File: config.mk
export PLATFORM = sky130hd
export DESIGN_NAME = ct_ciu_regs_arb
export DESIGN_NICKNAME = d
export VERILOG_FILES = /design/src/rtl/ct_ciu_regs_arb.sv
export SDC_FILE = /design/constraint.sdc
export NUM_CORES = 1
export LEC_CHECK = 0
export ABC_AREA = 1
export CORE_AREA = 2 2 197 199
export DETAILED_ROUTE_END_ITERATION = 10
export DIE_AREA = 0 0 199 201
export GPL_ROUTABILITY_DRIVEN = 0
export GPL_TIMING_DRIVEN = 0
export PLACE_DENSITY = 0.64
export SYNTH_ARGS = -nofsm -noshare
export SYNTH_HDL_FRONTEND = slang
export SYNTH_SLANG_ARGS = --single-unit
File: constraint.sdc
create_clock -name forever_cpuclk -period 7 [get_ports forever_cpuclk]
set_input_delay 1.4 -clock forever_cpuclk [delete_from_list [all_inputs] [get_ports forever_cpuclk]]
set_output_delay 1.4 -clock forever_cpuclk [all_outputs]
set_load 0.05 [all_outputs]
File: src/rtl/ct_ciu_regs_arb.sv
`default_nettype none
// ============================================================================
// Module   : ct_ciu_regs_arb
// Purpose  : Round-robin arbiter/sequencer that shares one ct_ciu_regs_kid
//            CSR bank among NUM_REQ requesters. One transaction in flight:
//            grant (IDLE) -> single-cycle bank access (ACC) -> held response
//            (RSP) until the owner acknowledges.
// Ports    : forever_cpuclk / cpurst          clock, async active-high reset
//            req_vld/wen/idx/wdata/l2of_wen   per-requester request buses
//            req_gnt                          one-hot accept pulse
//            rsp_vld/rsp_ack/rsp_rdata/err    held response handshake
//            regs_sel_final_x/regs_wen/...    bank access bus
//            x_csr_value                      bank read data (comb. on idx)
// Revision : 1.0 - initial release
// ============================================================================
module ct_ciu_regs_arb #(
    parameter int NUM_REQ = 4
) (
    input  logic                    forever_cpuclk,
    input  logic                    cpurst,
    input  logic [NUM_REQ-1:0]      req_vld,
    input  logic [NUM_REQ-1:0]      req_wen,
    input  logic [4*NUM_REQ-1:0]    req_idx,
    input  logic [64*NUM_REQ-1:0]   req_wdata,
    input  logic [4*NUM_REQ-1:0]    req_l2of_wen,
    output logic [NUM_REQ-1:0]      req_gnt,
    output logic [NUM_REQ-1:0]      rsp_vld,
    input  logic [NUM_REQ-1:0]      rsp_ack,
    output logic [63:0]             rsp_rdata,
    output logic                    rsp_err,
    output logic                    regs_sel_final_x,
    output logic                    regs_wen,
    output logic [3:0]              regs_idx,
    output logic [63:0]             regs_wdata_final,
    output logic [3:0]              regs_l2of_wen,
    input  logic [63:0]             x_csr_value
);

    localparam int PTR_W = (NUM_REQ > 1) ? $clog2(NUM_REQ) : 1;

    typedef enum logic [1:0] {
        ST_IDLE = 2'd0,
        ST_ACC  = 2'd1,
        ST_RSP  = 2'd2
    } state_t;

    state_t                 r_state;
    state_t                 w_next_state;
    logic [PTR_W-1:0]       r_ptr;
    logic [PTR_W-1:0]       r_owner;
    logic                   r_wen;
    logic [3:0]             r_idx;
    logic [63:0]            r_wdata;
    logic [3:0]             r_l2of;
    logic [63:0]            r_rdata;
    logic                   r_err;

    logic                   w_found;
    logic [PTR_W-1:0]       w_win;
    logic [NUM_REQ-1:0]     w_win_oh;
    logic [NUM_REQ-1:0]     w_owner_oh;
    logic                   w_legal_rd;
    logic                   w_legal_wr;
    logic                   w_illegal;
    logic [PTR_W-1:0]       w_ptr_next;

    // Round-robin scan starting at r_ptr; first asserted valid wins.
    always_comb begin
        w_found = 1'b0;
        w_win   = '0;
        for (int k = 0; k < NUM_REQ; k++) begin
            if (!w_found && req_vld[PTR_W'((int'(r_ptr) + k) % NUM_REQ)]) begin
                w_found = 1'b1;
                w_win   = PTR_W'((int'(r_ptr) + k) % NUM_REQ);
            end
        end
    end

    assign w_win_oh   = {{(NUM_REQ-1){1'b0}}, 1'b1} << w_win;
    assign w_owner_oh = {{(NUM_REQ-1){1'b0}}, 1'b1} << r_owner;
    assign w_ptr_next = (r_owner == PTR_W'(NUM_REQ - 1)) ? '0 : r_owner + 1'b1;

    // Index 5 (TEEM) is readable but read-only.
    always_comb begin
        w_legal_rd = 1'b0;
        w_legal_wr = 1'b0;
        case (r_idx)
            4'h4, 4'h8, 4'h9, 4'hA, 4'hB, 4'hC: begin
                w_legal_rd = 1'b1;
                w_legal_wr = 1'b1;
            end
            4'h5:    w_legal_rd = 1'b1;
            default: ;
        endcase
    end

    assign w_illegal = r_wen ? !w_legal_wr : !w_legal_rd;

    // State register
    always_ff @(posedge forever_cpuclk or posedge cpurst) begin
        if (cpurst) r_state <= ST_IDLE;
        else        r_state <= w_next_state;
    end

    // Next-state and strobe outputs
    always_comb begin
        w_next_state     = r_state;
        req_gnt          = '0;
        rsp_vld          = '0;
        regs_sel_final_x = 1'b0;
        regs_wen         = 1'b0;
        case (r_state)
            ST_IDLE: begin
                if (w_found) begin
                    req_gnt      = w_win_oh;
                    w_next_state = ST_ACC;
                end
            end
            ST_ACC: begin
                regs_sel_final_x = 1'b1;
                regs_wen         = r_wen & w_legal_wr;
                w_next_state     = ST_RSP;
            end
            ST_RSP: begin
                rsp_vld = w_owner_oh;
                if (rsp_ack[r_owner]) w_next_state = ST_IDLE;
            end
            default: w_next_state = ST_IDLE;
        endcase
    end

    // Request latch, read capture and round-robin pointer
    always_ff @(posedge forever_cpuclk or posedge cpurst) begin
        if (cpurst) begin
            r_ptr   <= '0;
            r_owner <= '0;
            r_wen   <= 1'b0;
            r_idx   <= 4'h0;
            r_wdata <= 64'h0;
            r_l2of  <= 4'h0;
            r_rdata <= 64'h0;
            r_err   <= 1'b0;
        end else begin
            case (r_state)
                ST_IDLE: begin
                    if (w_found) begin
                        r_owner <= w_win;
                        r_wen   <= req_wen[w_win];
                        r_idx   <= req_idx[{w_win, 2'b00} +: 4];
                        r_wdata <= req_wdata[{w_win, 6'd0} +: 64];
                        r_l2of  <= req_l2of_wen[{w_win, 2'b00} +: 4];
                    end
                end
                ST_ACC: begin
                    // Bank read is combinational on regs_idx, so this is the
                    // pre-write value when the access is a write.
                    r_rdata <= w_illegal ? 64'h0 : x_csr_value;
                    r_err   <= w_illegal;
                end
                ST_RSP: begin
                    if (rsp_ack[r_owner]) r_ptr <= w_ptr_next;
                end
                default: ;
            endcase
        end
    end

    assign regs_idx         = r_idx;
    assign regs_wdata_final = r_wdata;
    assign regs_l2of_wen    = r_l2of;
    assign rsp_rdata        = r_rdata;
    assign rsp_err          = r_err;

endmodule
`default_nettype wire

## Word-level counts from Yosys, hierarchy flattened

Index checks and enable logic that the tools add are counted.

- Add/sub/neg operators: 4
- $lt $le $gt $ge: 6
- Equality and inequality tests: 12
- Shift operators: 5
- Mux-type cells: 37
- Bitwise operators: 1
- Reductions and logical operators: 14

Operators by type and width:

| cell | count |
|---|---|
| variable part select 256 x 9 -> 64 bit | 1 |
| 2-to-1 mux 64 bit | 1 |
| variable part select 16 x 5 -> 4 bit | 2 |
| == test 4 bit (second input constant) | 5 |
| 2-to-1 mux 1 bit | 19 |
| less-than comparator 2 x 4 -> 1 bit (second input constant) | 4 |
| 2-to-1 mux 2 bit | 7 |
| binary-select mux 1 bit (select 2 bit) | 6 |
| 2-to-1 mux 4 bit | 3 |
| == test 4 x 3 -> 1 bit (second input constant) | 2 |
| << shifter 1 x 2 -> 4 bit (first input constant) | 2 |
| OR reduction 7 bit | 1 |
| less-than comparator 2 x 3 -> 1 bit (second input constant) | 2 |
| one-hot mux 2 bit (3 select lines) | 1 |
| AND reduction 2 bit | 3 |
| OR reduction 6 bit | 1 |
| logical NOT 1 bit | 5 |
| adder 2 x 1 -> 2 bit (second input constant) | 2 |
| adder 2 bit (second input constant) | 2 |
| == test 2 bit (second input constant) | 2 |
| inequality test 2 bit (second input constant) | 2 |
| logical AND 1 bit | 3 |
| == test 2 x 1 -> 1 bit (second input constant) | 1 |
| logical NOT 2 bit | 1 |
| AND 1 bit | 1 |

- Flip-flop bits (word level): 144
- Input bits: 366
- Output and inout bits: 147
- Logic and storage cells: 88

## Depth between registers and ports, before layout

Gate-level depths: netlist (run 1).

- Word-level depth: 16
- Mapped depth: 17
- Mapped depth without buffers: 15

## Least setup slack after synthesis (run 1)

No wires, ideal clock.

- Kind: input-to-output
- Start: input port req_vld[3]
- End: output port req_gnt[0]
- Arrival: 3,463 ps
- Data required time: 5,600 ps
- Setup slack: 2,137 ps
- Stages on the path: 12
- Buffers on the path: 2
- Cells stage by stage: inv_1 -> nand2_1 -> nand3_1 -> nand2_2 -> nor2_1 -> nor2_1 -> nand2_2 -> nand2_2 -> buf_6 -> buf_6 -> inv_1 -> nor3_1

- Word-level cells in the longest chain between the ends: 16
- Elaborated cells on any way between the ends: 29
- Those cells by class: shift (1); mux (22); reduce/logical (6)

Ends and longest elaborated chain:

| what | line | source |
|---|---|---|
| from (decl) | 21 | `input logic [NUM_REQ-1:0] req_vld,` |
| binary-select mux 1 bit (select 2 bit) | 72 | `if (!w_found && req_vld[PTR_W'((int'(r_ptr) + k) % NUM_REQ)]) begin` |
| 2-to-1 mux 1 bit (not written as such) (2 in a row) | 72 |  |
| 2-to-1 mux 1 bit | 72 |  |
| logical NOT 1 bit | 72 |  |
| logical AND 1 bit | 72 |  |
| 2-to-1 mux 1 bit | 72 |  |
| logical NOT 1 bit | 72 |  |
| logical AND 1 bit | 72 |  |
| 2-to-1 mux 1 bit | 72 |  |
| logical NOT 1 bit | 72 |  |
| logical AND 1 bit | 72 |  |
| 2-to-1 mux 2 bit | 72 |  |
| << shifter 1 x 2 -> 4 bit | 79 | `assign w_win_oh = {{(NUM_REQ-1){1'b0}}, 1'b1} << w_win;` |
| 2-to-1 mux 4 bit (*) | 114 | `if (w_found) begin` |
| 2-to-1 mux 4 bit (*) | 112 | `case (r_state)` |
| to (decl) | 26 | `output logic [NUM_REQ-1:0] req_gnt,` |

Every way passes the cells marked *; elsewhere a longest branch is shown, timed or not. The select of a mux whose other input is x is not followed.

## Worst setup path in the final report (run 1)

- Start: input port req_vld[3]
- End: output port req_gnt[3]

Same word-level chain as after synthesis.

==> results of run 1 <==
## kinds of logic after synthesis
| family | count (synthesis) | share of synthesized area |
|---|---|---|
| AO/OA/AOI/OAI | 75 | 0.0717 |
| adder cells (fa/ha/maj) | 4 | 0.00575 |
| buffers and inverters | 118 | 0.0713 |
| flip-flops | 144 | 0.414 |
| AND/OR/NAND/NOR | 954 | 0.437 |
## per-layer routing
metal	global-route usage	up-vias	routed length, um
met5	0	-	13
met4	0.0778	2	1190
met3	0.0491	55	3400
met2	0.385	472	22000
met1	0.255	4975	18100
li1	-	5182	-
## metrics by stage
stage | cells | area [um2]
final | 2359 | 15100
after global routing | 2359 | 15100
after CTS | 2358 | 15100
after detailed placement | 2326 | 14500
after global placement | 2325 | 14500
after floorplan | 1295 | 8700
## layout make-up
type	count	area, um2	share of cell area
Timing Repair Buffer	513	5150	0.341
Multi-Input combinational cell	1033	4480	0.296
Sequential cell	144	3600	0.238
Tap cell	518	648	0.0428
Buffer	95	534	0.0353
Clock buffer	20	437	0.0289
Clock inverter	12	181	0.0120
Inverter	23	91.3	0.00604
Antenna cell	1	2.50	0.000165
## power groups by stage
stage | clock network, mW | registers, mW | logic, mW
after floorplan | 0 | 2.41 | 3.48
after global placement | 0 | 1.40 | 6.98
after detailed placement | 0 | 1.41 | 7.02
after CTS | 1.00 | 1.40 | 7.04
after global routing | 1.04 | 1.44 | 7.64
final | 0.979 | 1.40 | 6.96
## sequential cells by signal (all words and copies together) (netlist names)
register          flops
r_owner               2
r_state               2
regs_idx              4
r_ptr                 2
r_wen                 1
rsp_rdata            64
regs_l2of_wen         4
regs_wdata_final     64
rsp_err               1
## path summary, 6_finish.rpt
kind	endpoint	cells past startpoint
min	regs_wdata_final[9]	2
max in group asynchronous	regs_wdata_final[32]	3
max	req_gnt[3]	13
min in group asynchronous	rsp_rdata[28]	2
max reg2reg	regs_wdata_final[54]	12
min reg2reg	regs_wdata_final[9]	2
## placed cells by master, fill, tap and decap left out, types with 2 or more instances in the layout
master / Yosys / final
o21ai_0: 6 / 6
buf_1: 5 / 5
clkinv_4: 0 / 3
clkbuf_1: 26 / 29
a21oi_1: 2 / 2
nor3_1: 5 / 5
bufinv_16: 0 / 4
nand2_1: 774 / 774
clkbuf_16: 0 / 17
dfrtp_1: 144 / 144
inv_2: 2 / 2
inv_6: 0 / 3
buf_6: 12 / 12
ha_1: 4 / 4
clkinv_2: 0 / 2
buf_2: 43 / 43
nor2_1: 16 / 16
clkdlybuf4s50_1: 0 / 512
nand3_1: 152 / 152
nand2_2: 4 / 4
buf_4: 9 / 9
a22o_1: 64 / 64
inv_1: 21 / 20
## cell usage after synthesis
| cell type | instances |
|---|---|
| a21oi_1 | 2 |
| a22o_1 | 64 |
| a32o_1 | 1 |
| buf_1 | 5 |
| buf_2 | 43 |
| buf_4 | 9 |
| buf_6 | 12 |
| clkbuf_1 | 26 |
| dfrtp_1 | 144 |
| ha_1 | 4 |
| inv_1 | 21 |
| inv_2 | 2 |
| nand2_1 | 774 |
| nand2_2 | 4 |
| nand3_1 | 152 |
| nand3_2 | 1 |
| nand3b_1 | 1 |
| nor2_1 | 16 |
| nor2_4 | 1 |
| nor3_1 | 5 |
| o21ai_0 | 6 |
| o21ai_1 | 1 |
| o21ai_2 | 1 |
## worst min-delay path, cell delays in order (launching register included)
cell     delay, ps
dfrtp_1        340
nand2_1         50
nand2_1         50
==> out/metrics.json, run 1 <==
{
  "holdCritStartpoint": "regs_wdata_final[9]",
  "worstSetupStartpoint": "req_vld[3]",
  "irDropWorstVdd_v": 0.000219,
  "crit_chain": "clkdlybuf4s50_1, inv_1, nand2_1, nand3_1, nand2_2, nor2_4, nand3_2, o21ai_2, buf_4, buf_2, nand2_1, nor2_1, clkdlybuf4s50_1",
  "timing.max_cap.violations": 0,
  "dp_slack_ps": 975,
  "firstDrtPassIters": 5,
  "timing.final.crit_period_ps": 5930,
  "holdBufCountCts": 0,
  "critPathMaxFanout": 10,
  "cts_clk_pin_slew_worst_paths_ps": 50,
  "max_slew.worst_pin.slew_ps": 922,
  "cp_slowest_stage_delay_ps": 850,
  "vias_in_the_first_global_route": 10700,
  "die_height_um": 201,
  "ioPinCount": 513,
  "timing.critical_path.required_ps": 5600,
  "max-clock-path-buffers": 2,
  "critPathTopFamily": "buffers and inverters",
  "area_share_of_the_leading_cell_type_in_the_synthesized_netlist": 0.414,
  "power_report.internal_total_mw": 3.98,
  "achievable-frequency_mhz": 169,
  "drt_iter0_markers": 524,
  "finalCritPeriodShare": 0.847,
  "route.detailed.wl_per_inst_um": 18.9,
  "rsz0062_at_grt": "no",
  "route.detailed.vias_per_inst": 4.53,
  "totalPowerFinal_mw": 9.34,
  "syn_area_per_cell_um2": 6.72,
  "outcome": "finished clean",
  "synth.yosys.seq_area_share": 0.414,
  "grt_antenna_before_repair": 2,
  "yosys.cell_types.count": 23,
  "seq_power_share": 0.150,
  "post_cts.repair.setup_buffers": 0,
  "track_usage": 0.217,
  "layout-drive-gt1-share": 0.0565,
  "fin_worst_skew_ps": 13.0,
  "final_hold_viol_count": 0,
  "grt-ovfl-total": 0,
  "die_area_mm2": 0.0400,
  "critPathBufInv": 5,
  "port_buffers": 512,
  "synth_area_leader_cell": "dfrtp_1",
  "clkLatencyLatePin_ps": 430,
  "postLayoutCoreUtil": 0.397,
  "fillcell_total": 4029,
  "clock_buffer_count_from_cts": 17,
  "r2r-start": "r_ptr[0]",
  "maxSlewHeadroom": 0.386,
  "synth.cell_area_mm2": 0.00870,
  "layout_setup_ws_ps": 1070,
  "finalSetupViolCount": 0,
  "postRouteWirelength_um": 44700,
  "netlist_instances": 1295,
  "root_buf_cell": "clkbuf_16",
  "cts_num_sinks": 144,
  "timing.critical_path.arrival_ps": 4530,
  "syn_nets": 1665,
  "sw_share": 0.573,
  "final_antenna_net_count": 0,
  "resized_gates_after_cts": 0,
  "p_per_area_mw_per_mm2": 617,
  "cp_slowest_cell": "clkdlybuf4s50_1",
  "grt_start_max_net_pins": 83,
  "final_max_slew_viol_count": 0,
  "critPathCaptureType": "primary output",
  "setup.worst_path.start_class": "input pin",
  "row_count": 72,
  "layout_overhead_on_the_synthesized_area_pct": 73.8,
  "vias": 10700,
  "clkPwrFrac": 0.105,
  "tns_ps": 0,
  "hold_path_class": "reg -> reg",
  "p_leak_nw": 7.50,
  "power_frac_comb": 0.745,
  "floorplan.initialDensity": 0.228,
  "hpwl_um": 35900,
  "reg_to_reg_slack_setup_ps": 4160,
  "p_sw_mw": 5.35,
  "crit_type": "in -> out",
  "tritoncts": "built",
  "synthesis.yosys.warnings": 0,
  "placeable_core_area_mm2": 0.0381,
  "drcViolationCount": 0,
  "final_net_count": 2197,
  "holdWs_ps": 479,
  "htreeDepth": 4,
  "die_width_um": 199,
  "grt_first_pass_wirelength_um": 64100,
  "synth.top_cells.by_area": "dfrtp_1 41%, nand2_1 33%, nand3_1 8.7%",
  "ys_ff_latch": 144
}
Note: power is estimated with default switching activity, not from simulation.
==> inputs of run 2 (changes only) <==
--- a/config.mk
+++ b/config.mk
@@ -6,12 +6,12 @@
 export NUM_CORES = 1
 export LEC_CHECK = 0
 export ABC_AREA = 1
-export CORE_AREA = 2 2 197 199
+export CORE_AREA = 2 2 198 200
 export DETAILED_ROUTE_END_ITERATION = 10
-export DIE_AREA = 0 0 199 201
+export DIE_AREA = 0 0 200 202
 export GPL_ROUTABILITY_DRIVEN = 0
 export GPL_TIMING_DRIVEN = 0
-export PLACE_DENSITY = 0.64
+export PLACE_DENSITY = 0.63
 export SYNTH_ARGS = -nofsm -noshare
 export SYNTH_HDL_FRONTEND = slang
 export SYNTH_SLANG_ARGS = --single-unit
==> constraint.sdc (replaced) <==
create_clock -name forever_cpuclk -period 5.65 [get_ports forever_cpuclk]
set_input_delay 1.13 -clock forever_cpuclk [delete_from_list [all_inputs] [get_ports forever_cpuclk]]
set_output_delay 1.13 -clock forever_cpuclk [all_outputs]
set_load 0.05 [all_outputs]
==> run 2 against run 1 <==
Compared with the run above: combinational power is 24% higher; clock skew shrank 6.0 ps; register-to-register slack worse by 1400 ps; final cell count hardly changed; global-route usage is 0.20 points higher; routed wire length rose by 1.4%; sequential power rose by 24%; final area is 0.45% lower; largest cell class unchanged.
==> out/metrics.json, run 2 (synthesis gave the netlist of run 1 again) <==
{
  "most-common-layout-cells": {"value": "774 x nand2_1, 512 x clkdlybuf4s50_1, 152 x nand3_1", "change": "unchanged"},
  "track_usage": {"value": 0.219, "change": "was 0.217"},
  "timing.critical_path.arrival": {"value": 4240, "unit": "ps", "change": "was 4530 ps"},
  "holdBufCountCts": {"value": 0, "change": "unchanged"},
  "achievable-frequency_mhz": 186,
  "setup.worst_path.start_class": {"value": "input pin", "change": "unchanged"},
  "maxSlewHeadroom": {"value": 0.431, "change": "was 0.386"},
  "clock_buffer_count_from_cts": {"value": 17, "change": "unchanged"},
  "route.detailed.wl_per_inst": {"value": 19.2, "unit": "um", "change": "was 18.9 um"},
  "power_frac_comb": {"value": 0.754, "change": "was 0.745"},
  "grt_met3_usage": {"value": 0.0539, "change": "was 0.0491"},
  "globalRouteMet1Util": {"value": 0.253, "change": "was 0.255"},
  "final_net_count": {"value": 2197, "change": "unchanged"},
  "finalCritPeriodShare": 0.951,
  "hpwl": {"value": 36200, "unit": "um", "change": "was 35900 um"},
  "die_width": {"value": 200, "unit": "um", "change": "was 199 um"},
  "timing.max_cap.violations": {"value": 0, "change": "unchanged"},
  "critPathBufInv": {"value": 6, "change": "was 5"},
  "final_antenna_net_count": {"value": 0, "change": "unchanged"},
  "route.detailed.vias_per_inst": {"value": 4.54, "change": "was 4.53"},
  "rsz0062_at_grt": {"value": "no", "change": "unchanged"},
  "drcViolationCount": {"value": 0, "change": "unchanged"},
  "fillcell_total": {"value": 3955, "change": "was 4029"},
  "holdCritStartpoint": {"value": "regs_wdata_final[4]", "change": "was regs_wdata_final[9]"},
  "clkLatencyLatePin": {"value": 430, "unit": "ps", "change": "about the same"},
  "sw_share": {"value": 0.581, "change": "was 0.573"},
  "clkPwrFrac": {"value": 0.095, "change": "was 0.105"},
  "critPathTopFamily": {"value": "buffers and inverters", "change": "unchanged"},
  "crit_type": {"value": "in -> out", "change": "unchanged"},
  "timing.final.crit_period_ps": 5370,
  "resized_gates_after_cts": {"value": 0, "change": "unchanged"},
  "timing.rr.end": {"value": "regs_wdata_final[53]", "change": "was regs_wdata_final[54]"},
  "placeable_core_area": {"value": 0.0383, "unit": "mm2", "change": "was 0.0381 mm2"},
  "die_height": {"value": 202, "unit": "um", "change": "was 201 um"},
  "endpoint_with_the_worst_hold_slack": {"value": "regs_wdata_final[4]", "change": "was regs_wdata_final[9]"},
  "p_sw": {"value": 6.64, "unit": "mW", "change": "was 5.35 mW"},
  "finalSetupViolCount": {"value": 0, "change": "unchanged"},
  "grt_antenna_before_repair": {"value": 6, "change": "was 2"},
  "cp_slowest_cell": {"value": "clkdlybuf4s50_1", "change": "unchanged"},
  "multiInputGateArea": {"value": 0.00448, "unit": "mm2", "change": "unchanged"},
  "gr-usage-met2": {"value": 0.393, "change": "was 0.385"},
  "fin_worst_skew": {"value": 6.97, "unit": "ps", "change": "was 13.0 ps"},
  "post_cts.repair.setup_buffers": {"value": 0, "change": "unchanged"},
  "max-clock-path-buffers": {"value": 2, "change": "unchanged"},
  "p_per_area": {"value": 759, "unit": "mW/mm2", "change": "was 617 mW/mm2"},
  "postRouteWirelength": {"value": 45300, "unit": "um", "change": "was 44700 um"},
  "tns": {"value": 0, "unit": "ps", "change": "unchanged"},
  "grt-ovfl-total": {"value": 0, "change": "unchanged"},
  "most_congested_layer_reported_by_global_routing": {"value": "met2", "change": "unchanged"},
  "postLayoutCoreUtil": {"value": 0.393, "change": "was 0.397"},
  "max_slew.worst_pin.slew": {"value": 854, "unit": "ps", "change": "was 922 ps"},
  "most_common_cell_after_layout_fill_and_taps_aside": {"value": "nand2_1", "change": "unchanged"},
  "crit_chain": {"value": "clkdlybuf4s50_1, inv_1, nand2_1, nand3_1, nand2_2, nor2_1, nor2_1, nand2_2, nand2_2, buf_6, buf_6, inv_1, nor3_1, clkdlybuf4s50_1", "change": "was clkdlybuf4s50_1, inv_1, nand2_1, nand3_1, nand2_2, nor2_4, nand3_2, o21ai_2, buf_4, buf_2, nand2_1, nor2_1, clkdlybuf4s50_1"},
  "r2r_cells": {"value": 12, "change": "unchanged"},
  "root_buf_cell": {"value": "clkbuf_16", "change": "unchanged"},
  "port_buffers": {"value": 512, "change": "unchanged"},
  "layout_overhead_on_the_synthesized_area": {"value": 73.1, "unit": "%", "change": "was 73.8%"},
  "cts_clk_pin_slew_worst_paths": {"value": 60, "unit": "ps", "change": "was 50 ps"},
  "area.sequential": {"value": 0.00360, "unit": "mm2", "change": "unchanged"},
  "vias_in_the_first_global_route": {"value": 10700, "change": "about the same"},
  "grt_start_max_net_pins": {"value": 84, "change": "was 83"},
  "final_hold_viol_count": {"value": 0, "change": "unchanged"},
  "power_report.internal_total": {"value": 4.80, "unit": "mW", "change": "was 3.98 mW"},
  "cp_common_cell": "nand2_2",
  "vias": {"value": 10700, "change": "about the same"},
  "p_leak": {"value": 7.45, "unit": "nW", "change": "was 7.50 nW"},
  "die_area": {"value": 0.0404, "unit": "mm2", "change": "was 0.0400 mm2"},
  "ioPinCount": {"value": 513, "change": "unchanged"},
  "critPathMaxFanout": {"value": 10, "change": "unchanged"},
  "layout-drive-gt1-share": {"value": 0.0571, "change": "was 0.0565"},
  "seq_power_share": {"value": 0.151, "change": "was 0.150"},
  "critPathCaptureType": {"value": "primary output", "change": "unchanged"},
  "firstDrtPassIters": {"value": 5, "change": "unchanged"},
  "row_count": {"value": 72, "change": "unchanged"},
  "floorplan.initialDensity": {"value": 0.227, "change": "was 0.228"},
  "r2r-start": {"value": "r_ptr[0]", "change": "unchanged"},
  "cp_slowest_stage_delay": {"value": 900, "unit": "ps", "change": "was 850 ps"},
  "timing.critical_path.required": {"value": 4520, "unit": "ps", "change": "was 5600 ps"},
  "outcome": {"value": "finished clean", "change": "unchanged"},
  "hold_path_class": {"value": "reg -> reg", "change": "unchanged"},
  "htreeDepth": {"value": 4, "change": "unchanged"},
  "worstHoldPathCells": {"value": 2, "change": "unchanged"},
  "tritoncts": {"value": "built", "change": "unchanged"},
  "irDropWorstVdd": {"value": 0.000332, "unit": "V", "change": "was 0.000219 V"},
  "cts_num_sinks": {"value": 144, "change": "unchanged"},
  "final_max_slew_viol_count": {"value": 0, "change": "unchanged"},
  "holdWs": {"value": 477, "unit": "ps", "change": "was 479 ps"},
  "reg_to_reg_slack_setup": {"value": 2790, "unit": "ps", "change": "was 4160 ps"},
  "drt_iter0_markers": {"value": 504, "change": "was 524"},
  "grt_first_pass_wirelength": {"value": 64700, "unit": "um", "change": "was 64100 um"}
}
==> run 2: cell types whose count changed in the layout (fill, tap and decap cells not counted) <==
cell        change
clkinv_4        -2
bufinv_16       -3
clkinvlp_4      +4
clkinv_2        +2
diode_2         +3
clkbuf_1        -2
==> run 2: worst max-delay path by stage <==
stage | startpoint | end | slack, ps | cells past startpoint
5_1_grt | req_vld[3] | req_gnt[3] | 60 | 13
6_report | req_vld[3] | req_gnt[2] | 280 | 14
3_5_place_dp | req_vld[3] | req_gnt[3] | 200 | 13
3_3_place_gp | cpurst | regs_wdata_final[34] | -1620 | 2
4_1_cts | req_vld[3] | req_gnt[3] | 200 | 13
2_1_floorplan | cpurst | r_owner[0] | 650 | 1
==> run 2: worst reg2reg max path: stages, from the launching register on <==
cell and delay [ps]:
dfrtp_1 400, buf_4 180, nand2_1 80, nand2_2 90, nand2_1 70, nand2_1 80, nor2_4 110, nand3b_1 80
nand2_1 390, buf_2 480, clkbuf_1 640, nand2_1 110, nand2_1 110
==> run 2: area by class of cell <==
type,count,area share
antenna,4,0.000665
tap,518,0.0430
clock buffer,18,0.0285
buffer,95,0.0355
timing repair buffer,513,0.342
clock inverter,13,0.00756
inverter,23,0.00606
multi-input combinational,1033,0.297
sequential,144,0.239
==> run 2: per-stage QoR <==
stage	power, mW	instance area [um2]	setup slack [ps]	cells
floorplan	7.30	8700	654	1295
global placement	10.4	14500	-1620	2325
detailed placement	10.4	14500	204	2326
CTS	11.6	15100	200	2357
global route	12.4	15100	55.6	2360
finish	11.4	15100	277	2361
==> run 2: power by group through the flow <==
stage | clock network (mW) | registers [mW] | logic [mW]
after global routing | 1.16 | 1.78 | 9.44
after global placement | 0 | 1.73 | 8.62
after detailed placement | 0 | 1.74 | 8.67
after CTS | 1.11 | 1.73 | 8.71
after floorplan | 0 | 2.99 | 4.31
final | 1.08 | 1.73 | 8.62
==> run 2: per-layer routing <==
metal / wire [um] / share of wire
met2: 22500 / 0.50
met4: 1200 / 0.026
met5: 23 / 0.00051
met3: 3720 / 0.082
met1: 17900 / 0.39
